### src/rtl/seq_alu_pkg.sv
// seq_alu_pkg: opcode map, FSM state encoding and op classification shared
// by the sequential ALU top and its iterative multiply/divide datapath.
package seq_alu_pkg;

  localparam logic [3:0] OP_ADD  = 4'h0;
  localparam logic [3:0] OP_SUB  = 4'h1;
  localparam logic [3:0] OP_MUL  = 4'h2;
  localparam logic [3:0] OP_DIV  = 4'h3;
  localparam logic [3:0] OP_SHL  = 4'h4;
  localparam logic [3:0] OP_SHR  = 4'h5;
  localparam logic [3:0] OP_ROL  = 4'h6;
  localparam logic [3:0] OP_ROR  = 4'h7;
  localparam logic [3:0] OP_AND  = 4'h8;
  localparam logic [3:0] OP_OR   = 4'h9;
  localparam logic [3:0] OP_XOR  = 4'hA;
  localparam logic [3:0] OP_NOR  = 4'hB;
  localparam logic [3:0] OP_NAND = 4'hC;
  localparam logic [3:0] OP_XNOR = 4'hD;
  localparam logic [3:0] OP_GT   = 4'hE;
  localparam logic [3:0] OP_EQ   = 4'hF;

  typedef enum logic [1:0] {
    ST_IDLE = 2'd0,
    ST_RUN  = 2'd1,
    ST_DONE = 2'd2
  } state_e;

  // Ops that go through the bit-serial datapath (div-by-zero is filtered by the caller)
  function automatic logic is_multicycle(input logic [3:0] op);
    return (op == OP_MUL) || (op == OP_DIV);
  endfunction

endpackage

### src/rtl/seq_muldiv_unit.sv
// seq_muldiv_unit: bit-serial unsigned multiply (shift-add) and restoring
// divide. One WIDTH-bit adder is shared by both; hi/lo registers hold
// partial-product/multiplier for mul and remainder/quotient for div.
// The *_nxt outputs are the values after the current step, so the caller
// can capture the final result on the same edge as the last step.
module seq_muldiv_unit #(
  parameter int WIDTH = 4
) (
  input  logic             clk_sys,
  input  logic             rst,
  input  logic             load,
  input  logic             is_div,
  input  logic             step,
  input  logic [WIDTH-1:0] a_in,
  input  logic [WIDTH-1:0] b_in,
  output logic             last,
  output logic [WIDTH-1:0] hi_nxt,
  output logic [WIDTH-1:0] lo_nxt
);

  localparam int CW = $clog2(WIDTH + 1);

  logic [WIDTH-1:0] hi_q, hi_d, lo_q, lo_d, opnd_q, opnd_d;
  logic             div_q, div_d;
  logic [CW-1:0]    cnt_q, cnt_d;
  logic [WIDTH-1:0] add_x, add_y;
  logic             add_cin;
  logic [WIDTH:0]   add_s;
  logic             ge;

  // Shared adder: mul accumulates the multiplicand, div trial-subtracts the divisor.
  // For div the shifted remainder is WIDTH+1 bits; when its top bit is set it
  // always exceeds the divisor, so only the low WIDTH bits go through the adder.
  always_comb begin
    if (div_q) begin
      add_x   = {hi_q[WIDTH-2:0], lo_q[WIDTH-1]};
      add_y   = ~opnd_q;
      add_cin = 1'b1;
    end else begin
      add_x   = hi_q;
      add_y   = lo_q[0] ? opnd_q : '0;
      add_cin = 1'b0;
    end
    add_s = {1'b0, add_x} + {1'b0, add_y} + {{WIDTH{1'b0}}, add_cin};
    ge    = hi_q[WIDTH-1] | add_s[WIDTH];
    if (div_q) begin
      hi_nxt = ge ? add_s[WIDTH-1:0] : add_x;
      lo_nxt = {lo_q[WIDTH-2:0], ge};
    end else begin
      hi_nxt = add_s[WIDTH:1];
      lo_nxt = {add_s[0], lo_q[WIDTH-1:1]};
    end
  end

  // Next-state for operand registers and the down-counting bit counter
  always_comb begin
    hi_d   = hi_q;
    lo_d   = lo_q;
    opnd_d = opnd_q;
    div_d  = div_q;
    cnt_d  = cnt_q;
    if (load) begin
      hi_d   = '0;
      lo_d   = is_div ? a_in : b_in;
      opnd_d = is_div ? b_in : a_in;
      div_d  = is_div;
      cnt_d  = CW'(WIDTH);
    end else if (step) begin
      hi_d  = hi_nxt;
      lo_d  = lo_nxt;
      cnt_d = cnt_q - CW'(1);
    end
  end

  assign last = step && (cnt_q == CW'(1));

  // Datapath registers with synchronous reset
  always_ff @(posedge clk_sys) begin
    if (rst) begin
      hi_q   <= '0;
      lo_q   <= '0;
      opnd_q <= '0;
      div_q  <= 1'b0;
      cnt_q  <= '0;
    end else begin
      hi_q   <= hi_d;
      lo_q   <= lo_d;
      opnd_q <= opnd_d;
      div_q  <= div_d;
      cnt_q  <= cnt_d;
    end
  end

endmodule

### src/rtl/seq_param_alu.sv
// seq_param_alu: registered WIDTH-bit ALU with start/ready/done handshake.
// Optional build macro SEQ_ALU_DIV_REM_EN: div also returns the remainder in
// the upper half of result (operand a for div-by-zero); otherwise that half is 0.
//
// state   | meaning
// --------+-----------------------------------------------------------
// IDLE    | ready=1, waiting for start; result/flags hold last value
// RUN     | bit-serial mul/div, WIDTH steps
// DONE    | done=1 for one cycle, result/flags freshly updated
module seq_param_alu
  import seq_alu_pkg::*;
#(
  parameter int WIDTH = 4
) (
  input  logic               CLOCK_50,
  input  logic               rst,
  input  logic               start,
  input  logic [3:0]         op,
  input  logic [WIDTH-1:0]   a,
  input  logic [WIDTH-1:0]   b,
  output logic               ready,
  output logic               done,
  output logic [2*WIDTH-1:0] result,
  output logic               zero,
  output logic               carry,
  output logic               ovf,
  output logic               div_zero
);

  localparam int RW = 2 * WIDTH;

  state_e           state_q, state_d;
  logic [3:0]       op_q, op_d;
  logic [RW-1:0]    result_q, result_d;
  logic             ready_q, ready_d, done_q, done_d;
  logic             zero_q, zero_d, carry_q, carry_d, ovf_q, ovf_d, dz_q, dz_d;

  logic             mu_load, mu_step, mu_last;
  logic [WIDTH-1:0] mu_hi_nxt, mu_lo_nxt;
  logic [WIDTH-1:0] div_rem, div0_rem;
  logic [RW-1:0]    mc_result;

  logic [WIDTH:0]   add_sum;
  logic [RW-1:0]    sub_diff;
  logic [RW-1:0]    sc_result;
  logic             sc_carry, sc_ovf, sc_dz;

`ifdef SEQ_ALU_DIV_REM_EN
  assign div_rem  = mu_hi_nxt;
  assign div0_rem = a;
`else
  assign div_rem  = '0;
  assign div0_rem = '0;
`endif

  assign mu_step   = (state_q == ST_RUN);
  assign mc_result = (op_q == OP_MUL) ? {mu_hi_nxt, mu_lo_nxt} : {div_rem, mu_lo_nxt};

  seq_muldiv_unit #(.WIDTH(WIDTH)) u_muldiv (
    .clk_sys (CLOCK_50),
    .rst     (rst),
    .load    (mu_load),
    .is_div  (op == OP_DIV),
    .step    (mu_step),
    .a_in    (a),
    .b_in    (b),
    .last    (mu_last),
    .hi_nxt  (mu_hi_nxt),
    .lo_nxt  (mu_lo_nxt)
  );

  // Single-cycle ops evaluated straight from the live inputs at accept
  always_comb begin
    add_sum   = {1'b0, a} + {1'b0, b};
    sub_diff  = {{WIDTH{1'b0}}, a} - {{WIDTH{1'b0}}, b};
    sc_result = '0;
    sc_carry  = 1'b0;
    sc_ovf    = 1'b0;
    sc_dz     = 1'b0;
    case (op)
      OP_ADD: begin
        sc_result = {{(WIDTH-1){1'b0}}, add_sum};
        sc_carry  = add_sum[WIDTH];
        sc_ovf    = (a[WIDTH-1] == b[WIDTH-1]) && (add_sum[WIDTH-1] != a[WIDTH-1]);
      end
      OP_SUB: begin
        sc_result = sub_diff;
        sc_carry  = (a < b);
        sc_ovf    = (a[WIDTH-1] != b[WIDTH-1]) && (sub_diff[WIDTH-1] != a[WIDTH-1]);
      end
      OP_DIV: begin
        sc_result = {div0_rem, {WIDTH{1'b1}}};
        sc_dz     = 1'b1;
      end
      OP_SHL:  sc_result = {{WIDTH{1'b0}}, a[WIDTH-2:0], 1'b0};
      OP_SHR:  sc_result = {{WIDTH{1'b0}}, 1'b0, a[WIDTH-1:1]};
      OP_ROL:  sc_result = {{WIDTH{1'b0}}, a[WIDTH-2:0], a[WIDTH-1]};
      OP_ROR:  sc_result = {{WIDTH{1'b0}}, a[0], a[WIDTH-1:1]};
      OP_AND:  sc_result = {{WIDTH{1'b0}}, a & b};
      OP_OR:   sc_result = {{WIDTH{1'b0}}, a | b};
      OP_XOR:  sc_result = {{WIDTH{1'b0}}, a ^ b};
      OP_NOR:  sc_result = {{WIDTH{1'b0}}, ~(a | b)};
      OP_NAND: sc_result = {{WIDTH{1'b0}}, ~(a & b)};
      OP_XNOR: sc_result = {{WIDTH{1'b0}}, ~(a ^ b)};
      OP_GT:   sc_result = {{(RW-1){1'b0}}, (a > b)};
      OP_EQ:   sc_result = {{(RW-1){1'b0}}, (a == b)};
      default: sc_result = '0;
    endcase
  end

  // FSM next-state; result/flags are only written on the edge entering DONE
  always_comb begin
    state_d  = state_q;
    op_d     = op_q;
    result_d = result_q;
    zero_d   = zero_q;
    carry_d  = carry_q;
    ovf_d    = ovf_q;
    dz_d     = dz_q;
    mu_load  = 1'b0;
    case (state_q)
      ST_IDLE: begin
        if (start) begin
          op_d = op;
          if (is_multicycle(op) && ((op != OP_DIV) || (b != '0))) begin
            mu_load = 1'b1;
            state_d = ST_RUN;
          end else begin
            state_d  = ST_DONE;
            result_d = sc_result;
            zero_d   = (sc_result == '0);
            carry_d  = sc_carry;
            ovf_d    = sc_ovf;
            dz_d     = sc_dz;
          end
        end
      end
      ST_RUN: begin
        if (mu_last) begin
          state_d  = ST_DONE;
          result_d = mc_result;
          zero_d   = (mc_result == '0);
          carry_d  = 1'b0;
          ovf_d    = 1'b0;
          dz_d     = 1'b0;
        end
      end
      ST_DONE: state_d = ST_IDLE;
      default: state_d = ST_IDLE;
    endcase
    ready_d = (state_d == ST_IDLE);
    done_d  = (state_d == ST_DONE);
  end

  // State, captured op, result and flag registers; reset aborts any op in flight
  always_ff @(posedge CLOCK_50) begin
    if (rst) begin
      state_q  <= ST_IDLE;
      op_q     <= OP_ADD;
      result_q <= '0;
      ready_q  <= 1'b1;
      done_q   <= 1'b0;
      zero_q   <= 1'b0;
      carry_q  <= 1'b0;
      ovf_q    <= 1'b0;
      dz_q     <= 1'b0;
    end else begin
      state_q  <= state_d;
      op_q     <= op_d;
      result_q <= result_d;
      ready_q  <= ready_d;
      done_q   <= done_d;
      zero_q   <= zero_d;
      carry_q  <= carry_d;
      ovf_q    <= ovf_d;
      dz_q     <= dz_d;
    end
  end

  assign ready    = ready_q;
  assign done     = done_q;
  assign result   = result_q;
  assign zero     = zero_q;
  assign carry    = carry_q;
  assign ovf      = ovf_q;
  assign div_zero = dz_q;

endmodule

### config.mk
export PLATFORM = sky130hd
export DESIGN_NAME = seq_param_alu
export DESIGN_NICKNAME = d
export VERILOG_FILES = /design/src/rtl/seq_alu_pkg.sv /design/src/rtl/seq_muldiv_unit.sv /design/src/rtl/seq_param_alu.sv
export SDC_FILE = /design/constraint.sdc
export NUM_CORES = 1
export LEC_CHECK = 0
export ABC_AREA = 1
export BUFFER_PORTS_ARGS = -buffer_cell sky130_fd_sc_hd__buf_2
export CORE_MARGIN = 1.5
export CORE_UTILIZATION = 35
export DETAILED_ROUTE_END_ITERATION = 6
export GPL_ROUTABILITY_DRIVEN = 0
export MAX_ROUTING_LAYER = met4
export PLACE_DENSITY = 0.52
export RECOVER_POWER = 25
export SYNTH_ARGS = -nofsm -noshare
export SYNTH_HDL_FRONTEND = slang
export SYNTH_SLANG_ARGS = --single-unit
### constraint.sdc
create_clock -name CLOCK_50 -period 4.4 [get_ports CLOCK_50]
set_input_delay 0.66 -clock CLOCK_50 [delete_from_list [all_inputs] [get_ports CLOCK_50]]
set_output_delay 0.66 -clock CLOCK_50 [all_outputs]
set_load 0.02 [all_outputs]
==> out/qor.csv, run 1 <==
stage,metric,value,unit
outcome,status,"finished, final reports clean",
pwr,ir_drop,100,uV
synth,synth_top_cell_by_area,dfxtp_1,
finish,drive_above_1_share,7.47,%
cts,cts-hold-fix-buffers,0,
pwr,p_per_area,244,nW/um2
pwr,p_leak,0.00159,uW
critical_path,crit_required,4.58,ns
global_routing,grt_pass1_vias,2748,
timing,fin_crit,3.22,ns
drt,wl_per_cell,13.1,um
finish,area_growth,10.1,%
timing,clock_skew,0.00870,ns
place,portBuffers,28,
timing,max_freq,0.310,GHz
synth,synth_edf_count,0,
cts,htreeDepth,2,
synth,yosys_most_used_dff,dfxtp_1,
pwr,p_int,511,uW
hold_path,min_to,div_zero$_SDFFE_PP0P_,
timing,worst_slew_pin_slew,0.659,ns
synth,synth_cells,484,
die,core,7850,um2
cts,postCtsSetupBuffers,0,
synth,synth_seq_area_share,25.0,%
drt,drc,0,
synth,synthArstFlopShare,0,%
hold_path,holdPathStages,2,
finish,n_antenna_cell,0,
global_routing,grt_usage,19.9,%
timing,rsz0062_at_grt,false,
synth,synth.top_cell.area_share,25.0,%
finish,num-fill-cells,935,
pwr,p_sw,265,uW
timing,hold_viol_final,0,
timing,setup_tns,0,ns
synth,syn_area,2890,um2
timing,period_share,73.2,%
drt,topRoutingLayerUsed,met4,
cts,post_cts_resized,0,
die,die_h,93.8,um
synth,synth_most_common_cell,nand2_1,
place,place_ws,1.22,ns
global_routing,grt_max_degree,22,
synth,ys_types,36,
critical_path,worst_ep_arrival_time,3.40,ns
drt,route.final.wire_length,8.01,mm
synth,synthesis.nets,520,
synth,ys_top_cells_by_count,"nand2_1 (151), inv_1 (67), nand3_1 (49), nor2_1 (46), dfxtp_1 (36)",
place,dpl.hpwl,6.40,mm
synth,yosysWarnings,0,
die,std_cell_rows,32,
critical_path,rr_worst_depth,16,
global_routing,grt_overflow_total,0,
drt,drt_pass1_iterations,4,
die,die_w,93.8,um
pwr,p_sw_share,34.2,%
cts,clock_sinks,36,
timing,final_max_slew_viol_count,0,
drt,met3_length,285,um
die,die_area,8800,um2
pwr,p_clk_share,30.2,%
global_routing,antenna_found_initial,0,
place,post-place-cells,603,
drt,via_per_inst,4.93,
die,initial_core_util,36.8,%
synth,synth-seq-cells,36,
drt,wl_met2,3.73,mm
cts,cts_tree,done,
timing,setup_viol,0,
die,io_pins,29,
synth,synth_area_leaders,"dfxtp_1 (25%), nand2_1 (20%), inv_1 (8.7%)",
drt,wl_met1,3.95,mm
critical_path,crit_type,reg2reg,
hold_path,min-delay-path-class,reg2reg,
cts,cts_made_buffers,5,
critical_path,rrSetupSlack,1.18,ns
cts,clockRootBuffer,clkbuf_8,
critical_path,cp-start-kind,flop,
job,maxCapViolCount,0,
cts,clk_latency,0.29,ns
critical_path,crit_fanout,21,
drt,via_count,3011,
synth,synth_area_per_cell,5.96,um2
cts,clockBufferDepth,2,
critical_path,r2r_start,u_muldiv.div_q$_SDFFE_PP0P_,
cts,clk_pin_slew,0.08,ns
timing,slew_headroom,56.0,%
pwr,p_seq_share,45.2,%
drt,dr.first_iter.drc_count,125,
critical_path,r2r_end,zero$_SDFFE_PP0P_,
finish,nets,544,
pwr,combPwrFrac,24.6,%
finish,fin_cells,611,
timing,finalWorstSetupSlack,1.18,ns
global_routing,grt_pass1_wl,13.3,mm
critical_path,end_kind,flop,
drt,ant_nets,0,
hold_path,hp-start,div_zero$_SDFFE_PP0P_,
## per-layer routing
metal	vias to the layer above	GRT usage (%)
met1	1353	26.2
met5	-	-
met2	68	32.9
li1	1586	-
met4	0	3.48
met3	4	2.51
## through the flow
step	hold slack [ns]	total power (uW)	utilization (%)	area, um2
5_1_grt	0.487	824	40.5	3180
6_report	0.467	777	40.5	3180
4_1_cts	0.467	785	40.7	3190
2_1_floorplan	0.441	492	-	2890
3_3_place_gp	0.451	550	39.6	3110
3_5_place_dp	0.454	551	39.6	3110
## power by group through the flow
stage	sequential (uW)	clock [uW]	combinational, uW
2_1_floorplan	365	0	127
3_3_place_gp	359	0	192
3_5_place_dp	359	0	192
4_1_cts	351	241	192
5_1_grt	354	252	218
6_report	351	234	191
## area by class of cell
| class | count | area, um2 | area share (%) |
|---|---|---|---|
| clock inverter | 3 | 18.8 | 0.591 |
| tap | 102 | 128 | 4.02 |
| clock buffer | 5 | 68.8 | 2.17 |
| timing repair buffer | 29 | 133 | 4.17 |
| multi-input combinational | 365 | 1840 | 57.9 |
| sequential | 36 | 721 | 22.7 |
| inverter | 71 | 269 | 8.46 |
## critical path, cell delays in order, from the launching register on
cell and delay [ns]:
dfxtp_1 0.50, inv_1 0.36, nand2_1 0.14, nand2_1 0.08
o21ai_0 0.11, fa_1 0.49, fa_1 0.44, inv_1 0.07
nand3_1 0.06, nand3_1 0.17, nand2_1 0.11, nand2_1 0.09
nand2_1 0.06, a21oi_1 0.18, nor3_1 0.09, nor2_1 0.11
nor2_1 0.04
## state kept, by name (all words and copies together), names as in the netlist
| name | flops |
|---|---|
| result | 8 |
| op_q | 4 |
| u_muldiv.hi_q | 4 |
| u_muldiv.lo_q | 4 |
| u_muldiv.opnd_q | 4 |
| u_muldiv.cnt_q | 3 |
| state_q | 2 |
| carry | 1 |
| div_zero | 1 |
| done | 1 |
| ovf | 1 |
| ready | 1 |
| u_muldiv.div_q | 1 |
| zero | 1 |
## worst max-delay path by stage
stage	depth (start not counted)	end	slack [ns]	startpoint
5_1_grt	16	zero$_SDFFE_PP0P_	0.84	u_muldiv.div_q$_SDFFE_PP0P_
3_5_place_dp	16	zero$_SDFFE_PP0P_	1.22	u_muldiv.div_q$_SDFFE_PP0P_
4_1_cts	16	zero$_SDFFE_PP0P_	1.19	u_muldiv.div_q$_SDFFE_PP0P_
3_3_place_gp	16	zero$_SDFFE_PP0P_	1.36	u_muldiv.div_q$_SDFFE_PP0P_
6_report	16	zero$_SDFFE_PP0P_	1.18	u_muldiv.div_q$_SDFFE_PP0P_
2_1_floorplan	15	zero$_SDFFE_PP0P_	1.69	u_muldiv.div_q$_SDFFE_PP0P_
## placed cells by master (no fill, tap or decap), drive strengths merged
| master | synthesis | layout |
|---|---|---|
| clkinv | 1 | 4 |
| dfxtp | 36 | 36 |
| inv | 70 | 70 |
| or2 | 4 | 4 |
| a21oi | 32 | 32 |
| nand3 | 49 | 49 |
| xnor2 | 1 | 1 |
| nor2 | 48 | 48 |
| nand4 | 3 | 3 |
| o21a | 2 | 2 |
| clkbuf | 7 | 17 |
| buf | 5 | 17 |
| and2 | 1 | 1 |
| nor3 | 4 | 4 |
| o22ai | 1 | 1 |
| fa | 4 | 4 |
| xor2 | 2 | 2 |
| nand3b | 1 | 1 |
| o31ai | 1 | 1 |
| o211ai | 1 | 1 |
| a31oi | 8 | 8 |
| nand2 | 153 | 153 |
| o21ai | 33 | 33 |
| ha | 17 | 17 |
## cell families (layout without fill, tap and decap cells)
family	count (synthesis)	after routing	synth area share, %
and+or+nand+nor	263	263	38.2
buffers and inverters	83	108	11.3
AOI/OAI and AO/OA	78	78	14.5
DFF	36	36	25.0
adders and majority gates	21	21	10.1
xor gates and xnor gates	3	3	0.910
(Power assumes the default switching activity.)
==> run 2, diff against run 1 <==
--- a/config.mk
+++ b/config.mk
@@ -12,7 +12,7 @@
 export DETAILED_ROUTE_END_ITERATION = 6
 export GPL_ROUTABILITY_DRIVEN = 0
 export MAX_ROUTING_LAYER = met4
-export PLACE_DENSITY = 0.52
+export PLACE_DENSITY = 0.54
 export RECOVER_POWER = 25
 export SYNTH_ARGS = -nofsm -noshare
 export SYNTH_HDL_FRONTEND = slang
==> constraint.sdc (replaced) <==
create_clock -name CLOCK_50 -period 2.7 [get_ports CLOCK_50]
set_input_delay 0.405 -clock CLOCK_50 [delete_from_list [all_inputs] [get_ports CLOCK_50]]
set_output_delay 0.405 -clock CLOCK_50 [all_outputs]
set_load 0.02 [all_outputs]
==> run 2 against run 1 <==
Via count increased by 0.27%. Combinational power is 69% higher. Clock power rose by 59%. Register-to-register slack worse by 0.98 ns. Largest power group unchanged.
==> out/qor.csv, run 2 (synthesis results as in run 1) <==
stage,metric,value,unit,change
outcome,status,"finished, final reports clean",,
timing,setup_viol,0,,unchanged
critical_path,cp_slowest_cell,fa_2,,
pwr,ir_drop,196,uV,+96%
critical_path,path_cells,"inv_1, nand2_1, nand2_1, o21ai_0, fa_2, fa_2, xor2_1, or2_2, nand2_1, nand2_1, nand2_1, nor3_2, nor2_1, nor2_1",,
timing,worst_slew_pin_slew,0.631,ns,-0.0281 ns
critical_path,crit_fanout,8,,-62%
job,maxCapViolCount,0,,unchanged
finish,largest_register_ffs,8,,unchanged
drt,drt_pass1_iterations,6,,+2
cts,htreeDepth,2,,unchanged
critical_path,cp-start-kind,flop,,
pwr,p_sw,424,uW,+60%
place,placed_cell_area,3170,um2,+1.9%
finish,seq_area,722,um2,+0.17%
die,io_pins,29,,unchanged
finish,final_cell_mix,"nand2_1 (151), inv_1 (67), nand3_1 (48)",,
place,portBuffers,28,,unchanged
timing,fin_crit,2.51,ns,-0.716 ns
finish,n_antenna_cell,0,,unchanged
finish,final_common_cell,nand2_1,,
critical_path,end_kind,flop,,
critical_path,crit_start,u_muldiv.div_q$_SDFFE_PP0P_,,
die,initial_core_util,36.8,%,unchanged
drt,ant_nets,0,,unchanged
global_routing,grt_max_degree,21,,-4.5%
drt,drc,0,,unchanged
critical_path,crit_required,2.88,ns,-1.70 ns
critical_path,crit_type,reg2reg,,
critical_path,crit_buf_inv,1,,-1
die,std_cell_rows,32,,unchanged
cts,clock_sinks,36,,unchanged
finish,area_growth,12.9,%,
critical_path,worst_ep_arrival_time,2.69,ns,-0.71 ns
drt,dr.first_iter.drc_count,122,,-2.4%
timing,slew_headroom,57.8,%,+1.7 points
timing,max_freq,0.399,GHz,+29%
die,die_h,93.8,um,unchanged
pwr,p_clk_share,29.4,%,-0.8 points
pwr,p_seq_share,45.2,%,about the same
cts,clk_pin_slew,0.07,ns,about the same
timing,final_max_slew_viol_count,0,,unchanged
finish,nets,552,,+1.5%
critical_path,r2r_start,u_muldiv.div_q$_SDFFE_PP0P_,,
finish,num-fill-cells,908,,-2.9%
timing,setup_tns,0,ns,unchanged
drt,via_count,3019,,+0.27%
timing,period_share,92.8,%,+20 points
pwr,p_leak,0.00164,uW,+3.7%
drt,wl_per_cell,12.8,um,-2.2%
hold_path,hp-start,b[3],,
die,die_w,93.8,um,unchanged
global_routing,grt_usage,19.8,%,-0.059 points
cts,clockRootBuffer,clkbuf_8,,
critical_path,crit_family,simple AND/OR/NAND/NOR gates,,
global_routing,grt_overflow_total,0,,unchanged
cts,clockBufferDepth,2,,unchanged
timing,rsz0062_at_grt,false,,
global_routing,antenna_found_initial,0,,unchanged
die,die_area,8800,um2,unchanged
timing,hold_viol_final,0,,unchanged
pwr,p_int,841,uW,+64%
place,dpl.hpwl,6.43,mm,+0.43%
timing,holdWs,0.439,ns,-0.0281 ns
cts,cts_made_buffers,5,,unchanged
cts,postCtsSetupBuffers,0,,unchanged
finish,fin_area,3260,um2,+2.6%
pwr,combPwrFrac,25.4,%,+0.8 points
timing,clock_skew,0.00497,ns,-0.00373 ns
cts,cts_tree,done,,
cts,clk_latency,0.28,ns,about the same
cts,cts-hold-fix-buffers,0,,unchanged
die,core,7850,um2,unchanged
global_routing,grt_pass1_wl,13.4,mm,+0.62%
pwr,p_sw_share,33.5,%,-0.63 points
hold_path,min-delay-path-class,in2reg,,
critical_path,path_common_cell,nand2_1,,
finish,utilization,41.5,%,+1.0 points
finish,drive_above_1_share,10.4,%,+3.0 points
drt,route.final.wire_length,7.94,mm,-0.92%
critical_path,slowest_delay,0.44,ns,-0.06 ns
pwr,power,1270,uW,+63%
drt,via_per_inst,4.88,,-1.0%
pwr,p_per_area,388,nW/um2,+59%
finish,multi_input_area,1860,um2,+0.88%
global_routing,grt_pass1_vias,2826,,+2.8%
## run 2: cell count changes in the layout (fill, tap and decap cells not counted), moves of 2 or more
cell      delta
clkbuf_1     -3
fa_2         +2
buf_4        +8
buf_2        +3
fa_1         -2
## run 2: path summary, 6_finish.rpt
path | endpoint | slack, ns | cells after the start
setup / recovery | zero$_SDFFE_PP0P_ | 0.19 | 14
hold / removal | u_muldiv.opnd_q[3]$_SDFFE_PP0P_ | 0.44 | 3
setup reg to reg | zero$_SDFFE_PP0P_ | 0.19 | 14
hold reg to reg | div_zero$_SDFFE_PP0P_ | 0.46 | 2
## run 2: power by group through the flow
stage | clock (uW) | combinational [uW] | sequential [uW]
after CTS | 384 | 323 | 571
after floorplan | 0 | 207 | 594
after detailed placement | 0 | 321 | 583
after global routing | 411 | 368 | 574
final | 372 | 322 | 571
after global placement | 0 | 321 | 583
## run 2: what timing repair did
item | CTS | global route
endpoints found under the hold margin | 0 | 0
gates resized for setup | 0 | 6
endpoints found under the setup margin | 0 | 5
## run 2: final cells by class
class / count / area share, %
timing repair buffer: 37 / 6.03
clock inverter: 3 / 0.576
multi-input combinational: 365 / 57.0
tap: 102 / 3.92
sequential: 36 / 22.1
inverter: 71 / 8.25
clock buffer: 5 / 2.11
## run 2: metrics by stage
stage          setup WS (ns)  cells
2_1_floorplan          0.122    484
3_3_place_gp           0.141    611
3_5_place_dp          0.0432    611
4_1_cts               0.0255    619
5_1_grt               0.0229    619
6_report               0.193    619
## run 2: metal layers
layer	up-vias	GRT usage (%)	part of all wire, %
met5	-	-	0
met4	0	4.35	0.96
met3	8	3.24	5.0
met2	74	32.9	45
met1	1330	25.3	49
li1	1607	-	-
## run 2: worst min-delay path, stage by stage
cell	delay, ns
buf_2	0.13
nand2_1	0.07
a31oi_1	0.07
==> run 3, diff against run 2 <==
--- a/config.mk
+++ b/config.mk
@@ -5,7 +5,6 @@
 export SDC_FILE = /design/constraint.sdc
 export NUM_CORES = 1
 export LEC_CHECK = 0
-export ABC_AREA = 1
 export BUFFER_PORTS_ARGS = -buffer_cell sky130_fd_sc_hd__buf_2
 export CORE_MARGIN = 1.5
 export CORE_UTILIZATION = 35
@@ -16,4 +15,5 @@
 export RECOVER_POWER = 25
 export SYNTH_ARGS = -nofsm -noshare
 export SYNTH_HDL_FRONTEND = slang
+export SYNTH_HIERARCHICAL = 1
 export SYNTH_SLANG_ARGS = --single-unit
==> run 3 against run 2 <==
The flow now finishes with violations (setup timing). Routed wire length down 1.4%. Clock-buffer cell count unchanged. Global-route usage down 1.2 points. Largest cell class unchanged. Sequential cell count unchanged. Non-clock buffer count up 30. Clock skew up 0.0090 ns. Core utilization up 1.3 points. Final area up 8.6%.
==> out/qor.csv, run 3 <==
stage,metric,value,unit,change
finish,area_growth,17.8,%,
global_routing,grt_max_degree,35,,+67%
finish,final_common_cell,nor2_1,,
drt,route.final.wire_length,7.82,mm,-1.4%
drt,drt_pass1_iterations,5,,-1
finish,largest_register_ffs,8,,unchanged
timing,fin_crit,2.90,ns,+0.395 ns
critical_path,end_kind,flop,,
global_routing,grt_usage,18.6,%,-1.2 points
pwr,p_leak,0.00145,uW,-12%
synth,synthesis.nets,386,,-26%
timing,worst_slew_pin_slew,0.771,ns,+0.140 ns
critical_path,cp-start-kind,flop,,
synth,syn_area,3000,um2,+4.0%
finish,utilization,42.8,%,+1.3 points
pwr,power,1410,uW,+11%
drt,dr.first_iter.drc_count,103,,-16%
timing,clock_skew,0.0140,ns,+0.00903 ns
critical_path,path_cells,"nor2b_4, mux2i_2, fa_2, fa_2, nand3b_1, nand2_2, o221a_1, nor2_2, nor4_2, nor4_1, o41ai_1, a31oi_1, nor3_2",,
synth,synth_edf_count,0,,unchanged
drt,via_per_inst,5.31,,+8.8%
global_routing,grt_overflow_total,0,,unchanged
critical_path,crit_fanout,8,,unchanged
place,place_ws,-0.279,ns,-0.322 ns
die,std_cell_rows,33,,+3.1%
synth,ys_top_cells_by_count,"nor2_1 (42), dfxtp_1 (36), nand2_1 (22), inv_1 (21)",,
cts,clk_latency,0.30,ns,+0.02 ns
global_routing,grt_pass1_wl,12.9,mm,-4.0%
synth,synth_most_common_cell,nor2_1,,
die,die_w,95.6,um,+1.9%
die,io_pins,29,,unchanged
timing,max_freq,0.345,GHz,-14%
critical_path,worst_ep_arrival_time,3.12,ns,+0.43 ns
finish,nets,439,,-20%
timing,hold_viol_final,0,,unchanged
synth,ys_types,76,,+110%
synth,synth_area_per_cell,8.58,um2,+44%
synth,yosysWarnings,6,,+6
critical_path,slowest_delay,0.40,ns,-0.04 ns
cts,postCtsSetupBuffers,0,,unchanged
synth,yosys_most_used_dff,dfxtp_1,,
cts,cts_tree,done,,
critical_path,cp_slowest_cell,fa_2,,
synth,synth.top_cell.area_share,24.0,%,-0.97 points
timing,holdWs,0.496,ns,+0.0566 ns
cts,clockBufferDepth,2,,unchanged
synth,synthArstFlopShare,0,%,unchanged
drt,drc,0,,unchanged
outcome,status,finished with violations,,
drt,via_count,2701,,-11%
pwr,p_per_area,398,nW/um2,+2.5%
finish,multi_input_area,2070,um2,+11%
synth,synth_seq_area_share,24.0,%,-0.97 points
timing,rsz0062_at_grt,true,,
cts,clockRootBuffer,clkbuf_8,,
critical_path,path_common_cell,fa_2,,
synth,synth_area_leaders,"dfxtp_1 (24%), ha_1 (7.1%), mux2i_1 (5.7%)",,
critical_path,crit_family,simple AND/OR/NAND/NOR gates,,
pwr,ir_drop,186,uV,-5.1%
global_routing,grt_pass1_vias,2546,,-9.9%
finish,num-fill-cells,834,,-8.1%
place,dpl.hpwl,5.99,mm,-6.8%
timing,setup_viol,1,,+1
cts,clk_pin_slew,0.07,ns,about the same
critical_path,crit_required,2.91,ns,+0.03 ns
timing,period_share,107,%,+15 points
drt,wl_per_cell,15.4,um,+20%
critical_path,crit_type,reg2reg,,
die,die_h,95.6,um,+1.9%
timing,slew_headroom,48.1,%,-9.6 points
cts,clock_sinks,36,,unchanged
outcome,violations,setup timing,,
timing,finalWorstSetupSlack,-0.202,ns,-0.395 ns
finish,seq_area,726,um2,+0.52%
job,maxCapViolCount,0,,unchanged
finish,fin_area,3540,um2,+8.6%
cts,cts-hold-fix-buffers,0,,unchanged
die,initial_core_util,36.4,%,-0.42 points
global_routing,antenna_found_initial,0,,unchanged
synth,synth_top_cell_by_area,dfxtp_1,,
place,placed_cell_area,3400,um2,+7.4%
finish,final_cell_mix,"nor2_1 (41), buf_4 (37), dfxtp_1 (34)",,
synth,synth_cells,350,,-28%
timing,final_max_slew_viol_count,0,,unchanged
place,portBuffers,28,,unchanged
cts,htreeDepth,2,,unchanged
die,die_area,9140,um2,+3.9%
hold_path,min-delay-path-class,reg2reg,,
die,core,8260,um2,+5.2%
finish,n_antenna_cell,0,,unchanged
finish,drive_above_1_share,26.5,%,+16 points
synth,synth-seq-cells,36,,unchanged
drt,ant_nets,0,,unchanged
cts,cts_made_buffers,5,,unchanged
critical_path,crit_buf_inv,0,,-1
run 3: worst paths after layout:
path | to | from | cells past startpoint | slack (ns)
min reg2reg | u_muldiv/hi_q[3]$_SDFFE_PP0P_ | u_muldiv/hi_q[3]$_SDFFE_PP0P_ | 2 | 0.50
max reg2reg | zero$_SDFFE_PP0P_ | u_muldiv/div_q$_SDFFE_PP0P_ | 13 | -0.20
max | zero$_SDFFE_PP0P_ | u_muldiv/div_q$_SDFFE_PP0P_ | 13 | -0.20
min | u_muldiv/hi_q[3]$_SDFFE_PP0P_ | u_muldiv/hi_q[3]$_SDFFE_PP0P_ | 2 | 0.50
run 3: worst register-to-register path, delay by kind of cell, from the launching register on:
family,cells,cell delay [ns]
flops,1,0.39
simple gates,7,0.99
mux,1,0.09
compound gates,3,0.58
fa+ha+maj,2,0.76
run 3: kinds of logic (layout without fill, tap and decap cells):
family                   count (synthesis)  count (layout)  share of synthesized area [%]
multiplexers                            24              24                           8.79
AND/OR/NAND/NOR                        125             125                           22.0
flip-flops                              36              36                           24.0
AO/OA/AOI/OAI                           90              90                           23.7
XOR/XNOR                                11              11                           3.21
adder cells (fa/ha/maj)                 21              21                           9.75
buffers and inverters                   43              97                           8.58
run 3: timing repair:
item                                    4_1_cts  5_1_grt
pin swaps                                     1        2
endpoints found under the setup margin        1        6
resized for setup                             6        6
gates cloned                                  0        0
run 3: cell type report:
cell class	instances	area share, %
tap	105	3.71
clock buffer	5	1.94
clock inverter	3	1.20
timing repair buffer	67	11.8
inverter	22	2.33
sequential	36	20.5
multi-input combinational	271	58.5
run 3: metrics by stage:
step | instances | setup TNS [ns]
finish | 509 | -0.202
global route | 509 | -0.473
detailed placement | 501 | -0.279
floorplan | 350 | -0.155
CTS | 509 | -0.220
global placement | 501 | -0.175
run 3: layer usage:
metal | track usage (%) | routed length [um] | vias up
li1 | - | - | 1363
met1 | 26.1 | 3910 | 1275
met2 | 28.1 | 3470 | 56
met5 | - | 0 | -
met3 | 2.47 | 348 | 7
met4 | 4.66 | 89 | 0
run 3: power by group:
group | total (uW) | internal (uW) | switching [uW]
Clock | 477 | 273 | 203
Sequential | 573 | 557 | 16.2
Combinational | 359 | 147 | 211
